==> src/rtl/ftile_ghrd_avst_tx_arb.sv <==
// ftile_ghrd_avst_tx_arb: round-robin packet arbiter merging NUM_REQ Avalon-ST sources
// onto one TX stream, with oversize-packet truncation and drop.
module ftile_ghrd_avst_tx_arb #(
    parameter int DATA_WIDTH = 64,
    parameter int EMPTY_BITS = 3,
    parameter int NUM_REQ    = 2,
    parameter int MAX_BEATS  = 1200
) (
    input  logic                            i_tx_clk,
    input  logic                            i_tx_rst,
    input  logic [NUM_REQ-1:0]              i_req_valid,
    input  logic [NUM_REQ-1:0]              i_req_sop,
    input  logic [NUM_REQ-1:0]              i_req_eop,
    input  logic [NUM_REQ-1:0]              i_req_error,
    input  logic [NUM_REQ*DATA_WIDTH-1:0]   i_req_data,
    input  logic [NUM_REQ*EMPTY_BITS-1:0]   i_req_empty,
    output logic [NUM_REQ-1:0]              o_req_ready,
    output logic                            o_av_st_tx_valid,
    output logic                            o_av_st_tx_startofpacket,
    output logic                            o_av_st_tx_endofpacket,
    output logic                            o_av_st_tx_error,
    output logic [DATA_WIDTH-1:0]           o_av_st_tx_data,
    output logic [EMPTY_BITS-1:0]           o_av_st_tx_empty,
    input  logic                            i_av_st_tx_ready,
    output logic [NUM_REQ-1:0]              o_grant,
    input  logic                            i_clr_err,
    output logic                            o_oversize_err
);
    localparam int GW = $clog2(NUM_REQ);

    typedef enum logic [1:0] {IDLE, BUSY, DROP} state_t;

    state_t          state_q, state_d;
    logic [GW-1:0]   g_q, g_d, p_q, p_d, g_sel;
    logic [11:0]     cnt_q, cnt_d;
    logic            err_q, err_d;
    logic [DATA_WIDTH-1:0] data_a [NUM_REQ];
    logic [EMPTY_BITS-1:0] empty_a [NUM_REQ];
    logic [NUM_REQ-1:0]    cand;
    logic [GW:0]     idx;
    logic            found, busy, xfer, force_eop;

    for (genvar n = 0; n < NUM_REQ; n++) begin : g_unpack
        assign data_a[n]  = i_req_data[n*DATA_WIDTH +: DATA_WIDTH];
        assign empty_a[n] = i_req_empty[n*EMPTY_BITS +: EMPTY_BITS];
    end

    // Round-robin search starting just after the last granted requester
    always_comb begin
        cand  = i_req_valid & i_req_sop;
        found = 1'b0;
        g_sel = '0;
        idx   = '0;
        for (int k = 1; k <= NUM_REQ; k++) begin
            idx = {1'b0, p_q} + (GW+1)'(k);
            if (idx >= (GW+1)'(NUM_REQ)) idx = idx - (GW+1)'(NUM_REQ);
            if (!found && cand[idx[GW-1:0]]) begin
                found = 1'b1;
                g_sel = idx[GW-1:0];
            end
        end
    end

    always_comb begin
        state_d   = state_q;
        g_d       = g_q;
        p_d       = p_q;
        cnt_d     = cnt_q;
        busy      = state_q == BUSY;
        // Next transfer would be the MAX_BEATS-th with no eop from the source: truncate it
        force_eop = busy && cnt_q == 12'(MAX_BEATS - 1) && !i_req_eop[g_q];
        o_av_st_tx_valid         = busy && i_req_valid[g_q];
        o_av_st_tx_startofpacket = busy && i_req_sop[g_q];
        o_av_st_tx_endofpacket   = busy && (i_req_eop[g_q] || force_eop);
        o_av_st_tx_error         = busy && (i_req_error[g_q] || force_eop);
        o_av_st_tx_data          = busy ? data_a[g_q] : '0;
        o_av_st_tx_empty         = busy ? empty_a[g_q] : '0;
        xfer        = o_av_st_tx_valid && i_av_st_tx_ready;
        o_req_ready = '0;
        o_grant     = '0;
        if (state_q != IDLE) begin
            o_req_ready[g_q] = busy ? i_av_st_tx_ready : 1'b1;
            o_grant[g_q]     = 1'b1;
        end
        if (state_q == IDLE && found) begin
            state_d = BUSY;
            g_d     = g_sel;
            cnt_d   = '0;
        end
        if (xfer) begin
            cnt_d = cnt_q + 12'd1;
            if (i_req_eop[g_q]) begin
                state_d = IDLE;
                p_d     = g_q;
                cnt_d   = '0;
            end else if (force_eop) begin
                state_d = DROP;
                cnt_d   = '0;
            end
        end
        if (state_q == DROP && i_req_valid[g_q] && i_req_eop[g_q]) begin
            state_d = IDLE;
            p_d     = g_q;
        end
        err_d = (xfer && force_eop) || (err_q && !i_clr_err);
    end

    always_ff @(posedge i_tx_clk or posedge i_tx_rst) begin
        if (i_tx_rst) begin
            state_q <= IDLE;
            g_q     <= '0;
            p_q     <= GW'(NUM_REQ - 1);
            cnt_q   <= '0;
            err_q   <= 1'b0;
        end else begin
            state_q <= state_d;
            g_q     <= g_d;
            p_q     <= p_d;
            cnt_q   <= cnt_d;
            err_q   <= err_d;
        end
    end

    assign o_oversize_err = err_q;

endmodule

==> config.mk <==
export PLATFORM = sky130hd
export DESIGN_NAME = ftile_ghrd_avst_tx_arb
export DESIGN_NICKNAME = d
export VERILOG_FILES = /design/src/rtl/ftile_ghrd_avst_tx_arb.sv
export SDC_FILE = /design/constraint.sdc
export NUM_CORES = 1
export LEC_CHECK = 0
export BUFFER_PORTS_ARGS = -buffer_cell sky130_fd_sc_hd__buf_2
export CAP_MARGIN = 20
export CORE_ASPECT_RATIO = 0.6
export CORE_UTILIZATION = 30
export CTS_CLUSTER_SIZE = 40
export DETAILED_ROUTE_END_ITERATION = 16
export HOLD_SLACK_MARGIN = 0.1
export PLACE_DENSITY = 0.77
export SYNTH_ARGS = -nofsm -noshare
export SYNTH_HDL_FRONTEND = slang
export SYNTH_SLANG_ARGS = --single-unit
==> constraint.sdc <==
create_clock -name i_tx_clk -period 2.2 [get_ports i_tx_clk]
set_input_delay 0.44 -clock i_tx_clk [delete_from_list [all_inputs] [get_ports i_tx_clk]]
set_output_delay 0.44 -clock i_tx_clk [all_outputs]
set_load 0.05 [all_outputs]
==> out/results.tsv, run 1 <==
metric	value	unit
status	finished with violations	
failed_checks	setup timing	
synth_flop_cell	sky130_fd_sc_hd__dfrtp_1	
setup_slack_placement	4.96	ps
worst_path_largest_cell_delay	550	ps
crit_chain	or4bb_1, nor4_4, buf_4, nor2_4, nor2_4, buf_8	
layout_worst_path_cycle_share	106	%
fillers	618	
total_of_flip_flops_plus_latches_after_synthesis	17	
yosysUniqueCellTypes	47	
first_global_vias	2503	
final_period_minus_worst_setup_slack	2330	ps
crit_path_top_delay_cell	sky130_fd_sc_hd__or4bb_1	
critPathTopFamily	simple AND/OR/NAND/NOR gates	
placement_rows	23	
antenna_cells_inserted	0	
pwr_density_cell	1460	nW/um^2
syn-instance-count	269	
synth_async_sr_flop_share	100	%
crit_type	flop to primary output	
worstHoldPathType	input pin to asynchronous set/reset pin	
tns	-241	ps
synth_nets	416	
buffer_levels_on_the_longest_clock_path	2	
clk_root_buffer_cell	sky130_fd_sc_hd__clkbuf_16	
core-area	6760	um^2
p_leak	2.11	nW
layout-area-overhead-vs-synth	79.2	%
synth_edf_count	0	
drt_iter0_drc	108	
drt_wl_total	9580	um
floorplan.initialDensity	31.4	%
vias_per_cell	5.00	
placement.cell_area	3600	um^2
worst_ep_arrival_time	1890	ps
path_max_fanout	2	
gp_congestion	0.993	
postLayoutCellArea	3800	um^2
ir_worst_vdd	1.15	mV
grt_antenna_before_repair	0	
htreeDepth	1	
pin_count_of_the_biggest_net_entering_global_routing	50	
die_area	7420	um^2
tritoncts	built	
worst_clock_skew	5.65	ps
ant_nets	0	
synth.yosys.seq_area_share	20.1	%
layout.area.seq	430	um^2
die_h	67.1	um
cp_data_required_time	1760	ps
floorplan.die.width	111	um
routed_wire_length_per_instance	16.3	um
fmax	429	MHz
final_critical_path_setup_slack	-131	ps
multi_input_area	1750	um^2
critical_path_end_type	primary output	
timing.max_cap.violations	0	
hpwlAfterDp	8020	um
tightestPinTransition	690	ps
synth_warnings	0	
crit-reg2reg-launch	cnt_q[11]$_DFFE_PP0P_	
grt_pass1_wl	13000	um
most_repeated_library_cell_on_the_critical_path	sky130_fd_sc_hd__nor2_4	
place.port_buffers	221	
report.final.setup_viol	2	
detailroute.via_count	2938	
fin_nets	649	
report.final.hold_viol_count	0	
total_global_routing_track_utilization	22.8	%
crit_buf_inv	2	
timing.final.max_slew_violations	0	
unrepaired_setup_endpoints_after_global_routing	yes	
drc_viols	0	
clock-sinks	17	
max-slew-margin-rel	54.0	%
gr-total-overflow	0	
startpoint_class	flop	
tritoncts.num_buffers	3	
mostFrequentLayoutCells	sky130_fd_sc_hd__buf_2, sky130_fd_sc_hd__mux2i_1, sky130_fd_sc_hd__nor2_2	
clock_insertion_delay_worst_skew	250	ps
synthesis.area_per_instance	7.88	um^2
finalPower	0.00556	W
cts.reportedPaths.clkPinSlew	50	ps
post_route_cells_drive_above_1_share	63.3	%
drtPass1Iterations	4	
most_common_cell_after_layout_fill_and_taps_aside	sky130_fd_sc_hd__buf_2	
setup.worst_path.start	cnt_q[11]$_DFFE_PP0P_	
syn_area	2120	um^2
io_pins	222	
cell families after synthesis:
family | synth area share [%]
multiplexers | 34.6
adder cells (fa/ha/maj) | 0.590
AND/OR/NAND/NOR | 28.1
flip-flops | 20.1
buffers and inverters | 5.25
AO/OA/AOI/OAI | 11.3
worst paths after layout:
check / endpoint / slack, ps / cells past startpoint
setup / recovery: o_av_st_tx_endofpacket / -130 / 6
hold / removal: cnt_q[5]$_DFFE_PP0P_ / 290 / 2
setup reg to reg: cnt_q[3]$_DFFE_PP0P_ / 100 / 7
hold reg to reg: o_oversize_err$_DFF_PP0_ / 550 / 2
max in group asynchronous: g_q$_DFFE_PP0P_ / 1410 / 2
min in group i_tx_clk: o_oversize_err$_DFF_PP0_ / 370 / 2
routing by layer:
layer	track usage, %	wire length [um]	vias up
met1	29.8	4010	1359
met5	0	0	-
met2	37.8	4640	134
met4	8.33	234	0
li1	-	-	1430
met3	4.64	699	15
through the flow:
stage	util, %	hold slack (ps)	std cells
2_1_floorplan	-	365	269
3_3_place_gp	53.2	521	580
3_5_place_dp	53.2	539	580
4_1_cts	55.7	308	588
5_1_grt	56.2	346	588
6_report	56.2	290	588
cell usage after synthesis, drive strengths merged (2+ instances only):
cell,number,area share [%]
and3,2,0.59
nand3,5,1.2
a22o,2,0.83
buf,14,3.7
o311ai,4,1.7
a21oi,4,0.94
o21ai,4,0.94
and4,3,1.2
nand2,10,1.8
a32o,2,0.94
inv,3,0.53
or4,2,0.71
nor4,3,1.6
clkbuf,6,1.1
nor2,76,13
nor3,2,0.47
nand4,3,1.2
o21a,4,1.4
o31ai,2,0.71
and2,3,0.89
o211ai,2,0.71
dfrtp,16,19
nor2b,4,1.2
nor3b,2,0.71
mux2,3,1.6
mux2i,70,33
a21o,2,0.71
worst register-to-register path: cells and delay by family (launching register included):
family,cells,cell delay (ps)
AO/OA/AOI/OAI,1,310
buffers and inverters,3,420
flip-flops,1,370
AND/OR/NAND/NOR,3,880
sequential cells by signal (all words and copies together) (netlist names):
register / cells
cnt_q: 12
state_q: 2
g_q: 1
o_oversize_err: 1
p_q: 1
report_power, final:
part / internal, W / leakage [nW] / total (W) / switching, W
clock: 0.000247 / 0.0382 / 0.000374 / 0.000127
sequential: 0.000368 / 0.226 / 0.000430 / 0.0000616
combinational: 0.00140 / 1.84 / 0.00476 / 0.00336
total: 0.00202 / 2.11 / 0.00556 / 0.00355
area by class of cell:
type	instances	share of cell area (%)
timing repair buffer	248	37.4
clock buffer	4	2.07
inverter	3	0.296
multi-input combinational	229	46.1
tap	87	2.86
sequential	17	11.3
what timing repair did:
action	4_1_cts	5_1_grt
cloned	1	1
hold buffers	0	0
setup endpoints to repair	6	4
pin swaps	1	1
gates resized for setup	8	4
setup buffers	3	0
No activity file was read; power rests on OpenSTA's default activity.
==> inputs of run 2 (changes only) <==
Clock period 2.2 ns to 2.41 ns, I/O delays scaled along.
==> run 2 against run 1 <==
The flow now finishes without violations. Die area stayed put. Total power is 17% lower. Wire length is 14% lower. Global-route usage is 3.0 points lower. Highest routed layer unchanged. Sequential share of layout area is 1.1 points higher.
==> out/results.tsv, run 2 (synthesized netlist as in run 1, its figures left out) <==
metric	value	unit	change
detailroute.via_count	2842		-3.3%
critical_path_cell_count	5		-1
timing.max_cap.violations	0		unchanged
report.final.setup_viol	0		-2
placement_rows	23		unchanged
max-slew-margin-rel	53.9	%	-0.12 points
mostFrequentLayoutCells	sky130_fd_sc_hd__buf_2, sky130_fd_sc_hd__nor2_1, sky130_fd_sc_hd__mux2i_1		
most_common_cell_after_layout_fill_and_taps_aside	sky130_fd_sc_hd__buf_2		
fillers	626		+1.3%
die_h	67.1	um	unchanged
critPathTopFamily	simple AND/OR/NAND/NOR gates		
unrepaired_setup_endpoints_after_global_routing	yes		
worst_ep_arrival_time	1930	ps	+40 ps
path_max_fanout	5		+3
buffer_levels_on_the_longest_clock_path	2		unchanged
largest_register_ff_count	12		unchanged
first_global_vias	2411		-3.7%
drt_wl_total	8270	um	-14%
crit_path_top_delay_cell	sky130_fd_sc_hd__or4bb_4		
grt_antenna_before_repair	0		unchanged
core-area	6760	um^2	unchanged
drc_viols	0		unchanged
p_leak	2.00	nW	-5.1%
crit_chain	or4bb_4, nor4_4, nand2_1, a21oi_2, buf_6		
netSwitchingFraction	65.4	%	+1.7 points
clock_insertion_delay_worst_skew	250	ps	about the same
htreeDepth	1		unchanged
total_global_routing_track_utilization	19.8	%	-3.0 points
worst_path_largest_cell_delay	540	ps	about the same
status	finished clean		
drtPass1Iterations	4		unchanged
timing.rr.end	cnt_q[3]$_DFFE_PP0P_		
crit_type	flop to primary output		
worstRegToRegCells	5		-2
post_route_cells_drive_above_1_share	52.0	%	-11 points
worst_clock_skew	3.22	ps	-2.43 ps
place_inst	568		-2.1%
hpwlAfterDp	6740	um	-16%
io_pins	222		unchanged
drt_iter0_drc	187		+73%
place.port_buffers	221		unchanged
die_area	7420	um^2	unchanged
switching_power	0.00304	W	-14%
internal_power	0.00160	W	-20%
report.final.hold_viol_count	0		unchanged
clock-sinks	17		unchanged
final_period_minus_worst_setup_slack	2410	ps	
pin_count_of_the_biggest_net_entering_global_routing	41		-18%
crit-reg2reg-launch	cnt_q[6]$_DFFE_PP0P_		
final_critical_path_setup_slack	0.381	ps	+132 ps
layout-area-overhead-vs-synth	63.3	%	
power_frac_seq	8.3	%	+0.6 points
p_comb_share	84.5	%	-1.1 points
ant_nets	0		unchanged
floorplan.initialDensity	31.4	%	unchanged
multi_input_area	1600	um^2	-8.9%
floorplan.die.width	111	um	unchanged
routed_wire_length_per_instance	14.4	um	-12%
largest_registers	cnt_q x12, state_q x2		
largest_register	cnt_q		
cts.reportedPaths.clkPinSlew	50	ps	about the same
r2r_setup_slack	330	ps	+230 ps
layout.area.seq	432	um^2	+0.29%
setup_slack_placement	198	ps	+193 ps
critical_path_end_type	primary output		
pwr_density_cell	1340	nW/um^2	-8.5%
final_cell_count_without_fillers	575		-2.2%
antenna_cells_inserted	0		unchanged
clk_root_buffer_cell	sky130_fd_sc_hd__clkbuf_16		
layout_worst_path_cycle_share	100	%	
tritoncts	built		
timing.final.max_slew_violations	0		unchanged
cp_data_required_time	1930	ps	+170 ps
ir_worst_vdd	0.775	mV	-32%
worstHoldPathType	input pin to asynchronous set/reset pin		
cts_hold_buf	0		unchanged
fmax	415	MHz	
crit_buf_inv	1		-1
clock_power_share	7.2	%	+0.5 points
tightestPinTransition	691	ps	+1.87 ps
startpoint_class	flop		
fin_nets	636		-2.0%
tritoncts.num_buffers	3		unchanged
grt_pass1_wl	11800	um	-9.2%
gp_congestion	0.851		-14%
vias_per_cell	4.94		-1.1%
gr-total-overflow	0		unchanged
run 2: cell count changes in the layout (fill, tap and decap cells not counted), moves of 2 or more:
cell / delta
sky130_fd_sc_hd__nor2_1: +51
sky130_fd_sc_hd__buf_8: -2
sky130_fd_sc_hd__nor2_2: -49
sky130_fd_sc_hd__nor2_4: -2
sky130_fd_sc_hd__buf_4: -8
run 2: what timing repair did:
item / in CTS / in global routing
buffers inserted: 0 / 3
resized for setup: 3 / 3
endpoints found under the setup margin: 2 / 2
pin swaps: 0 / 4
run 2: metrics by stage:
step / setup TNS (ps) / cell area, um^2 / utilization [%] / hold WS (ps) / power (W)
floorplan: -83.6 / 2130 / - / 407 / 0.00347
global placement: 0 / 3340 / 49.4 / 506 / 0.00426
detailed placement: 0 / 3340 / 49.4 / 510 / 0.00430
CTS: -2.77 / 3430 / 50.7 / 351 / 0.00466
global route: -146 / 3460 / 51.2 / 395 / 0.00489
finish: 0 / 3460 / 51.2 / 332 / 0.00464
run 2: power groups by stage:
stage	Combinational, W	Sequential [W]	Clock (W)
after detailed placement	0.00391	0.000389	0
after global placement	0.00388	0.000384	0
after CTS	0.00394	0.000384	0.000342
final	0.00392	0.000384	0.000334
after global routing	0.00414	0.000392	0.000353
after floorplan	0.00311	0.000358	0
run 2: metal layers:
metal / vias up / GRT usage [%] / part of all wire (%) / wire (um)
li1: 1407 / - / - / -
met2: 140 / 34.1 / 50 / 4100
met1: 1291 / 26.4 / 43 / 3550
met5: - / 0 / 0 / 0
met4: 0 / 3.67 / 0.50 / 41
met3: 4 / 3.73 / 7.1 / 584
run 2: area by class of cell:
class	instances	area share [%]
clock inverters	1	0.145
inverters	3	0.325
clock buffers	3	2.17
well taps	87	3.14
flip-flops and latches	17	12.5
repair buffers	235	35.7
multi-input cells	229	46.1
run 2: worst max-delay path by stage:
stage                     slack (ps)          endpoint                  from
after detailed placement         200  o_av_st_tx_error  cnt_q[8]$_DFFE_PP0P_
final                            0.4  o_av_st_tx_error  cnt_q[6]$_DFFE_PP0P_
after global routing             -80  o_av_st_tx_error  cnt_q[6]$_DFFE_PP0P_
after global placement           210  o_av_st_tx_error  cnt_q[8]$_DFFE_PP0P_
after floorplan                  -80  o_av_st_tx_error  cnt_q[8]$_DFFE_PP0P_
after CTS                         -3  o_av_st_tx_error  cnt_q[8]$_DFFE_PP0P_
==> inputs of run 3 (changes only) <==
Settings changed: CAP_MARGIN 20 to 0, RECOVER_POWER from default to 100.
==> run 3 against run 2 <==
The flow now finishes with violations (setup timing). Die area unchanged. Register-to-register slack about the same. Sequential power is essentially flat. Via count up 0.56%. Worst hold slack worse by 3.5 ps. Largest power group unchanged. Clock power hardly changed. Critical path depth unchanged.
==> out/results.tsv, run 3 (synthesized netlist as in run 1, its figures left out) <==
metric	value	unit	change
status	finished with violations		
failed_checks	setup timing		
final_period_minus_worst_setup_slack	2410	ps	+2.74 ps
setup.worst_path.start	cnt_q[6]$_DFFE_PP0P_		
internal_power	0.00160	W	about the same
place.port_buffers	221		unchanged
multi_input_area	1600	um^2	unchanged
p_comb_share	84.5	%	about the same
largest_register_ff_count	12		unchanged
mostFrequentLayoutCells	sky130_fd_sc_hd__buf_2, sky130_fd_sc_hd__nor2_1, sky130_fd_sc_hd__mux2i_1		
fin_nets	636		unchanged
placement_rows	23		unchanged
drc_viols	0		unchanged
first_global_vias	2411		unchanged
hpwlAfterDp	6740	um	unchanged
report.final.hold_viol_count	0		unchanged
final_critical_path_setup_slack	-2.36	ps	-2.74 ps
worstRegToRegCells	5		unchanged
critPathTopFamily	simple AND/OR/NAND/NOR gates		
cp_data_required_time	1930	ps	about the same
critical_path_end_type	primary output		
gp_congestion	0.851		unchanged
max-slew-margin-rel	54.2	%	+0.37 points
clock_power_share	7.2	%	about the same
antenna_cells_inserted	0		unchanged
vias_per_cell	4.97		+0.56%
worst_path_largest_cell_delay	540	ps	about the same
die_h	67.1	um	unchanged
place_inst	568		unchanged
htreeDepth	1		unchanged
crit_type	flop to primary output		
routed_wire_length_per_instance	14.4	um	+0.12%
floorplan.die.width	111	um	unchanged
finalPower	0.00464	W	about the same
timing.max_cap.violations	0		unchanged
power_frac_seq	8.3	%	about the same
worstHoldPathType	input pin to asynchronous set/reset pin		
clock-sinks	17		unchanged
layout_worst_path_cycle_share	100	%	+0.11 points
crit_buf_inv	1		unchanged
cts_hold_buf	0		unchanged
path_max_fanout	5		unchanged
post_route_cells_drive_above_1_share	51.8	%	-0.20 points
grt_pass1_wl	11800	um	unchanged
timing.final.max_slew_violations	0		unchanged
tns	-2.36	ps	-2.36 ps
tightestPinTransition	686	ps	-5.59 ps
fmax	415	MHz	-0.11%
drt_wl_total	8280	um	+0.12%
fillers	627		+0.16%
p_leak	1.99	nW	-0.22%
report.final.setup_viol	1		+1
crit_path_top_delay_cell	sky130_fd_sc_hd__or4bb_4		
pin_count_of_the_biggest_net_entering_global_routing	41		unchanged
startpoint_class	flop		
gr-total-overflow	0		unchanged
cts.reportedPaths.clkPinSlew	50	ps	about the same
clock_insertion_delay_worst_skew	250	ps	about the same
crit-reg2reg-launch	cnt_q[6]$_DFFE_PP0P_		
worst_clock_skew	4.08	ps	+0.861 ps
final_cell_count_without_fillers	575		unchanged
detailroute.via_count	2858		+0.56%
core-area	6760	um^2	unchanged
unrepaired_setup_endpoints_after_global_routing	yes		
layout-area-overhead-vs-synth	63.2	%	about the same
critical_path_cell_count	5		unchanged
netSwitchingFraction	65.4	%	about the same
io_pins	222		unchanged
most_common_cell_after_layout_fill_and_taps_aside	sky130_fd_sc_hd__buf_2		
buffer_levels_on_the_longest_clock_path	2		unchanged
ir_worst_vdd	0.775	mV	about the same
floorplan.initialDensity	31.4	%	unchanged
drt_iter0_drc	188		+0.53%
ant_nets	0		unchanged
tritoncts	built		
clk_root_buffer_cell	sky130_fd_sc_hd__clkbuf_16		
crit_chain	or4bb_4, nor4_4, nand2_1, a21oi_2, buf_6		
grt_antenna_before_repair	0		unchanged
pwr_density_cell	1340	nW/um^2	about the same
total_global_routing_track_utilization	19.8	%	unchanged
worst_ep_arrival_time	1930	ps	about the same
tritoncts.num_buffers	3		unchanged
die_area	7420	um^2	unchanged
largest_registers	cnt_q x12, state_q x2		
drtPass1Iterations	4		unchanged
switching_power	0.00304	W	about the same
layout.area.seq	432	um^2	unchanged
largest_register	cnt_q		
run 3: cell count changes in the layout (fill, tap and decap cells not counted):
cell                       before  now
sky130_fd_sc_hd__buf_2        219  218
sky130_fd_sc_hd__clkbuf_1       0    1
run 3: routing by layer:
metal / track usage [%] / part of all wire [%]
met5: 0 / 0
met4: 3.67 / 0.49
met3: 3.73 / 6.8
met2: 34.1 / 50
met1: 26.4 / 43
run 3: cell type report:
| cell class | count | share of cell area, % |
|---|---|---|
| Inverter | 3 | 0.325 |
| Multi-Input combinational cell | 229 | 46.1 |
| Sequential cell | 17 | 12.5 |
| Clock inverter | 1 | 0.145 |
| Clock buffer | 3 | 2.17 |
| Tap cell | 87 | 3.14 |
| Timing Repair Buffer | 235 | 35.7 |
run 3: power groups by stage:
stage          Sequential, W  Clock [W]  Combinational (W)
6_report            0.000384   0.000335            0.00392
4_1_cts             0.000384   0.000342            0.00394
3_5_place_dp        0.000389          0            0.00391
2_1_floorplan       0.000358          0            0.00311
5_1_grt             0.000392   0.000353            0.00414
3_3_place_gp        0.000384          0            0.00388
run 3: per-stage QoR:
step	util (%)	area (um^2)	hold WS, ps	setup slack [ps]
after detailed placement	49.4	3340	510	198
after global routing	51.2	3460	395	-84.9
final	51.2	3460	328	-2.36
after global placement	49.4	3340	506	208
after floorplan	-	2130	407	-83.6
after CTS	50.7	3430	351	-2.77
run 3: worst paths after layout:
path | slack [ps] | endpoint
worst max-delay path | -2 | o_av_st_tx_error
min in group i_tx_clk | 400 | o_oversize_err$_DFF_PP0_
worst max register to register | 330 | cnt_q[3]$_DFFE_PP0P_
worst min-delay path | 330 | o_oversize_err$_DFF_PP0_
worst min register to register | 530 | cnt_q[10]$_DFFE_PP0P_
max in group asynchronous | 1580 | g_q$_DFFE_PP0P_
run 3: what timing repair did:
action	in CTS	in global routing
pin swaps	0	4
endpoints found under the setup margin	2	2
buffers inserted	0	3
resized for setup	3	3
